==> src/rtl/bbc_mem_arbiter.sv <==
// ----------------------------------------------------------------------------
// bbc_mem_arbiter
//
// Shares the single-port ROM/RAM block RAMs between the BBC core external bus
// and the HPS ioctl loader. Core accesses always win; loader bytes are held in
// a small FIFO and written into memory during idle cycles.
//
// Ports
//   clk_sys         system clock
//   reset_n         asynchronous active-low reset
//   core_req        1-cycle pulse, core address/nWE/data valid
//   core_addr[18:0] core address, bit 18 = 1 RAM, 0 ROM
//   core_we_n       core write enable (active low)
//   core_din[7:0]   core write data
//   core_dout[7:0]  read data, held until the next core read completes
//   core_rdy        1-cycle pulse, core access finished
//   ioctl_download  loader active
//   ioctl_index     loader target index (ROM / RAM / ignored)
//   ioctl_wr        loader byte strobe
//   ioctl_addr      loader byte address
//   ioctl_dout      loader byte
//   ioctl_wait      loader must stall (FIFO nearly full)
//   mem_addr        registered memory address
//   mem_din         registered memory write data
//   mem_wren        registered single-cycle write strobe
//   mem_q           memory read data, valid one cycle after mem_addr
//   rom_wr_err      sticky flag: core attempted a ROM write
//
// Build option
//   BBC_MEM_ARB_WRITE_PROTECT_EN : when defined, core writes to the ROM
//   region are turned into read cycles and flag rom_wr_err. When undefined,
//   core ROM writes go through and rom_wr_err is tied low.
// ----------------------------------------------------------------------------
module bbc_mem_arbiter #(
  parameter int         LOAD_FIFO_DEPTH = 4,
  parameter logic [7:0] LOAD_IDX_ROM    = 8'd0,
  parameter logic [7:0] LOAD_IDX_RAM    = 8'd1
) (
  input  logic        clk_sys,
  input  logic        reset_n,
  input  logic        core_req,
  input  logic [18:0] core_addr,
  input  logic        core_we_n,
  input  logic [7:0]  core_din,
  output logic [7:0]  core_dout,
  output logic        core_rdy,
  input  logic        ioctl_download,
  input  logic [7:0]  ioctl_index,
  input  logic        ioctl_wr,
  input  logic [17:0] ioctl_addr,
  input  logic [7:0]  ioctl_dout,
  output logic        ioctl_wait,
  output logic [18:0] mem_addr,
  output logic [7:0]  mem_din,
  output logic        mem_wren,
  input  logic [7:0]  mem_q,
  output logic        rom_wr_err
);

  localparam int PW = (LOAD_FIFO_DEPTH > 1) ? $clog2(LOAD_FIFO_DEPTH) : 1;
  localparam int CW = PW + 1;
  localparam logic [CW-1:0] DEPTH_C = CW'(LOAD_FIFO_DEPTH);
  localparam logic [CW-1:0] WAIT_C  = CW'(LOAD_FIFO_DEPTH - 1);

  typedef enum logic [1:0] {
    IDLE    = 2'd0,
    CORE_A  = 2'd1,
    CORE_D  = 2'd2,
    LOAD_WR = 2'd3
  } state_t;

  state_t state;

  // --------------------------------------------------------------------------
  // Core request capture
  // --------------------------------------------------------------------------
  logic        pend_valid;
  logic [18:0] pend_addr;
  logic [7:0]  pend_din;
  logic        pend_wr;      // write that qualifies for a strobe (nWE edge)
  logic        last_we_n;    // core_we_n seen at the previous core_req

  logic        wr_edge;
  logic        req_valid;
  logic        take_core;
  logic        capture;
  logic [18:0] sel_addr;
  logic [7:0]  sel_din;
  logic        sel_wr;
  logic        sel_strobe;

  // Only a high-to-low transition of nWE between requests produces a strobe;
  // a repeated request with nWE still low is serviced as a read.
  assign wr_edge   = ~core_we_n & last_we_n;
  assign req_valid = pend_valid | core_req;
  assign take_core = (state == IDLE) && req_valid;

  // A pending request is older than a live one, so it is serviced first.
  assign sel_addr = pend_valid ? pend_addr : core_addr;
  assign sel_din  = pend_valid ? pend_din  : core_din;
  assign sel_wr   = pend_valid ? pend_wr   : wr_edge;

  // Store the live request unless IDLE is consuming it directly this cycle.
  assign capture = core_req && !((state == IDLE) && !pend_valid);

  always_ff @(posedge clk_sys or negedge reset_n) begin
    if (!reset_n) begin
      pend_valid <= 1'b0;
      pend_addr  <= '0;
      pend_din   <= '0;
      pend_wr    <= 1'b0;
      last_we_n  <= 1'b1;
    end else begin
      if (core_req) begin
        last_we_n <= core_we_n;
      end
      if (capture) begin
        pend_valid <= 1'b1;
        pend_addr  <= core_addr;
        pend_din   <= core_din;
        pend_wr    <= wr_edge;
      end else if (take_core && pend_valid) begin
        pend_valid <= 1'b0;
      end
    end
  end

  // --------------------------------------------------------------------------
  // ROM write protection
  // --------------------------------------------------------------------------
`ifdef BBC_MEM_ARB_WRITE_PROTECT_EN
  logic sel_rom_wr;
  logic rom_wr_err_reg;

  assign sel_rom_wr = sel_wr & ~sel_addr[18];
  assign sel_strobe = sel_wr &  sel_addr[18];

  always_ff @(posedge clk_sys or negedge reset_n) begin
    if (!reset_n) begin
      rom_wr_err_reg <= 1'b0;
    end else if (take_core && sel_rom_wr) begin
      rom_wr_err_reg <= 1'b1;
    end
  end

  assign rom_wr_err = rom_wr_err_reg;
`else
  assign sel_strobe = sel_wr;
  assign rom_wr_err = 1'b0;
`endif

  // --------------------------------------------------------------------------
  // Loader FIFO: {region, addr[17:0], data[7:0]}
  // --------------------------------------------------------------------------
  logic [26:0]   fifo_mem [LOAD_FIFO_DEPTH];
  logic [PW-1:0] wr_ptr;
  logic [PW-1:0] rd_ptr;
  logic [CW-1:0] count;
  logic [CW-1:0] count_next;
  logic          idx_rom;
  logic          idx_ram;
  logic          push;
  logic          pop;
  logic          fifo_empty;
  logic [26:0]   push_word;
  logic [26:0]   pop_word;

  assign idx_rom    = (ioctl_index == LOAD_IDX_ROM);
  assign idx_ram    = (ioctl_index == LOAD_IDX_RAM);
  assign push       = ioctl_download && ioctl_wr && (idx_rom || idx_ram) && (count != DEPTH_C);
  assign push_word  = {idx_ram, ioctl_addr, ioctl_dout};
  assign fifo_empty = (count == '0);
  // Loader only gets the memory when no core request is waiting.
  assign pop        = (state == IDLE) && !req_valid && !fifo_empty;
  assign pop_word   = fifo_mem[rd_ptr];

  always_comb begin
    count_next = count;
    if (push && !pop) begin
      count_next = count + 1'b1;
    end else if (!push && pop) begin
      count_next = count - 1'b1;
    end
  end

  // Payload storage carries no reset; only the pointers define validity.
  always_ff @(posedge clk_sys) begin
    if (push) begin
      fifo_mem[wr_ptr] <= push_word;
    end
  end

  // Pointers are log2(DEPTH) bits wide, so they wrap naturally.
  always_ff @(posedge clk_sys or negedge reset_n) begin
    if (!reset_n) begin
      wr_ptr     <= '0;
      rd_ptr     <= '0;
      count      <= '0;
      ioctl_wait <= 1'b0;
    end else begin
      if (push) begin
        wr_ptr <= wr_ptr + 1'b1;
      end
      if (pop) begin
        rd_ptr <= rd_ptr + 1'b1;
      end
      count      <= count_next;
      ioctl_wait <= (count_next >= WAIT_C);
    end
  end

  // --------------------------------------------------------------------------
  // Memory sequencer
  // --------------------------------------------------------------------------
  logic cur_wr;  // current core access issued a write strobe

  always_ff @(posedge clk_sys or negedge reset_n) begin
    if (!reset_n) begin
      state     <= IDLE;
      mem_addr  <= '0;
      mem_din   <= '0;
      mem_wren  <= 1'b0;
      core_dout <= 8'h00;
      core_rdy  <= 1'b0;
      cur_wr    <= 1'b0;
    end else begin
      mem_wren <= 1'b0;
      core_rdy <= 1'b0;
      case (state)
        IDLE: begin
          if (req_valid) begin
            mem_addr <= sel_addr;
            mem_din  <= sel_din;
            mem_wren <= sel_strobe;
            cur_wr   <= sel_strobe;
            state    <= CORE_A;
          end else if (!fifo_empty) begin
            mem_addr <= pop_word[26:8];
            mem_din  <= pop_word[7:0];
            mem_wren <= 1'b1;
            state    <= LOAD_WR;
          end
        end
        CORE_A: begin
          // Memory samples mem_addr at the end of this cycle.
          state <= CORE_D;
        end
        CORE_D: begin
          if (!cur_wr) begin
            core_dout <= mem_q;
          end
          core_rdy <= 1'b1;
          state    <= IDLE;
        end
        LOAD_WR: begin
          // Always return through IDLE so strobes are never back-to-back.
          state <= IDLE;
        end
        default: begin
          state <= IDLE;
        end
      endcase
    end
  end

endmodule

==> config.mk <==
export PLATFORM = sky130hd
export DESIGN_NAME = bbc_mem_arbiter
export DESIGN_NICKNAME = d
export VERILOG_FILES = /design/src/rtl/bbc_mem_arbiter.sv
export SDC_FILE = /design/constraint.sdc
export NUM_CORES = 1
export LEC_CHECK = 0
export BUFFER_PORTS_ARGS = -buffer_cell sky130_fd_sc_hd__buf_2
export CORE_AREA = 2 2 114 116
export DETAILED_ROUTE_END_ITERATION = 8
export DIE_AREA = 0 0 116 118
export GPL_TIMING_DRIVEN = 0
export PLACE_DENSITY = 0.87
export SLEW_MARGIN = 5
export SYNTH_ARGS = -nofsm -noshare
export SYNTH_HDL_FRONTEND = slang
export SYNTH_SLANG_ARGS = --single-unit
==> constraint.sdc <==
create_clock -name clk_sys -period 6.63 [get_ports clk_sys]
set_input_delay 0.663 -clock clk_sys [delete_from_list [all_inputs] [get_ports clk_sys]]
set_output_delay 0.663 -clock clk_sys [all_outputs]
set_load 0.005 [all_outputs]
==> run summary <==
status: completed
met2 Use GR: 40.1%
Required @ worst endpoint: 6690 ps
synthesized-area fraction occupied by adder cells: 1.19%
post-synthesis net count: 514
worst slack, placed: 3780 ps
yosys warns: 0
Achievable Freq: 395 MHz
most common cell after layout, fill and taps aside: buf_2
DP Area: 0.00816 sq mm
Max Cap Viol: 0
setup ws final: 4100 ps
PD cells: 415 mW/mm^2
Clock Tree Root: clkbuf_16
vias in the first global route: 4746
GR Util met3: 5.87%
clk sink count: 186
die width: 116 microns
clk slew on worst S/H paths: 70 ps
1st-pass router iterations: 9
CTS Hold Bufs: 0
row count: 41
CP arrival: 2590 ps
I/O Buffers: 112
initial drt markers: 478
Startpoint Class: flop
Total GRT Usage: 24.9%
Final min period: 2530 ps
Core Region: 0.0124 sq mm
mux cell area share after synthesis: 13.9%
critical-path cell list: inv_1 -> ha_1 -> nand2_1 -> and4_1 -> buf_2 -> and2_2
largest fanout on the critical path: 27
first-pass GRT wire length: 25000 microns
fill cell total of the finished layout: 811
initial antenna violation count: 1
Top Ports: 114
CTS tree: yes
CP max-delay cell: and2_2
post-synthesis register bit count: 186
Routed wire per std cell: 21.3 microns
nets: 646
PnR Total Power: 3610 uW
CP Capture Type: flop
Die H: 118 microns
Clock Path Buffers: 2
global route overflow: 0
sequential area share after synthesis: 70.7%
clock latency on the worst-skew pair: 430 ps
max-slew violation count: 0
Post-CTS Resized: 0
Area Growth Syn to Fin: 18.6%
H-tree depth reported by CTS: 4
final hold vios: 0
Simple-Gate Fraction of Synth Area: 4.56%
Synth Instances: 432
post-CTS setup buffers: 0
largest family of logic cells by synthesized area: multiplexers
WL final: 16000 microns
Crit Path Class: flop to flop
Starting Density: 59.2%
CP peak stage delay: 730 ps
Peak supply drop: 0.230 mV
Max-Slew Margin vs Limit: 41.6%
Lkg Pwr: 0.00339 uW
residual DRC count: 0
period utilisation layout: 38.2%
post-route cell area: 0.00871 sq mm
commonest cells after routing, fill and taps aside: 122 x buf_2, 108 x edfxtp_1, 77 x dfrtp_1
RSZ-0062 raised after global routing: false
Hold Crit Class: primary input to async pin
# setup viols final: 0
Synth cell types: 42
grt peak-use layer: met2
pin slew with the least headroom to its limit: 872 ps
layout cells sized above 1: 39.5%
met1 usage: 32.5%
post-synthesis compound-gate area fraction: 6.52%
Avg Inst Size Synth: 17.0 sq um
HPWL Detailed: 10300 microns
pin count of the biggest net entering global routing: 65
XOR/XNOR Fraction of Synth Area: 0.715%
via count: 4534
gpl congestion: 0.797
CTS Buf Count: 17
antenna violation net count after detailed routing: 0
Setup TNS Final: 0 ps
DR vias/cell: 6.05
Clock Skew: 9.37 ps
Layout Utilization: 70.2%
synthesized area: 0.00735 sq mm
die area: 0.0137 sq mm
## final cells by class
| type | count | area, sq um | area share, % |
|---|---|---|---|
| repair buffers | 113 | 591 | 6.78 |
| inverters | 7 | 26.3 | 0.302 |
| diodes | 1 | 2.50 | 0.0287 |
| clock buffers | 19 | 433 | 4.97 |
| well taps | 172 | 215 | 2.47 |
| clock inverters | 13 | 119 | 1.36 |
| multi-input cells | 212 | 1990 | 22.8 |
| plain buffers | 27 | 143 | 1.64 |
| flip-flops and latches | 186 | 5200 | 59.6 |
## critical path, delay by kind of cell, from the launching register on
| family | cells | cell delay (ps) |
|---|---|---|
| buffers and inverters | 2 | 360 |
| adders and majority gates | 1 | 250 |
| DFF | 1 | 470 |
| and+or+nand+nor | 3 | 1080 |
## sequential cells by signal (all words and copies together), names as in the netlist, 2 cells and up
| name | cells |
|---|---|
| fifo_mem | 108 |
| mem_addr | 19 |
| pend_addr | 19 |
| core_dout | 8 |
| mem_din | 8 |
| pend_din | 8 |
| count | 3 |
| rd_ptr | 2 |
| state | 2 |
| wr_ptr | 2 |
## report_power, final
| group | internal (uW) | total [uW] | switching (uW) | leakage, uW |
|---|---|---|---|---|
| Clock | 520 | 952 | 432 | 0.000261 |
| Sequential | 1430 | 1560 | 125 | 0.00190 |
| Combinational | 523 | 1100 | 581 | 0.00123 |
## synth_stat cells (all sizes together)
cell type	number	area [sq um]
o31ai	1	7.51
a222oi	27	270
ha	7	87.6
inv	7	26.3
mux2i	1	10.0
nand3	5	25.0
nor2b	3	18.8
xnor2	5	43.8
nand2	34	128
buf	14	93.8
nand4	3	18.8
and2	5	31.3
and3	2	12.5
or3	1	6.26
a21oi	1	5.00
xor2	1	8.76
edfxtp	108	3240
o21ai	31	155
o211ai	1	7.51
o21bai	1	7.51
mux4	27	608
nor3	4	25.0
mux2	36	405
or2	2	12.5
a311oi	2	17.5
dfstp	1	26.3
clkbuf	13	48.8
nor4	1	6.26
nand2b	2	12.5
a221oi	1	8.76
conb	1	3.75
dfrtp	77	1930
nor2	6	30.0
and4	1	8.76
## cell families after synthesis
kind of cell	count (synthesis)
buffers and inverters	34
AND/OR/NAND/NOR	69
multiplexers	64
AO/OA/AOI/OAI	65
other	1
adder cells (fa/ha/maj)	7
flip-flops	186
XOR/XNOR	6
## through the flow
stage / cells / hold slack [ps]
finish: 750 / 82.6
global placement: 716 / 444
CTS: 749 / 78.8
floorplan: 432 / 367
global route: 750 / 86.5
detailed placement: 717 / 466
## path summary, 6_finish.rpt
check | depth (start not counted) | endpoint | from | slack, ps
max in group asynchronous | 2 | last_we_n$_DFFE_PN1P_ | reset_n | 5940
hold reg to reg | 2 | mem_din[2]$_DFFE_PN0P_ | mem_din[2]$_DFFE_PN0P_ | 480
setup reg to reg | 6 | fifo_mem[2][22]$_DFFE_PP_ | count[0]$_DFF_PN0_ | 4100
hold / removal | 1 | mem_addr[6]$_DFFE_PN0P_ | reset_n | 80
setup / recovery | 6 | fifo_mem[2][22]$_DFFE_PP_ | count[0]$_DFF_PN0_ | 4100
min in group clk_sys | 1 | fifo_mem[2][11]$_DFFE_PP_ | ioctl_addr[3] | 440
## routing by layer
layer	vias up	wire [microns]
li1	1968	-
met1	2266	6110
met2	256	8070
met3	44	1320
met4	0	460
met5	-	0
No activity file was read; power rests on OpenSTA's default activity.
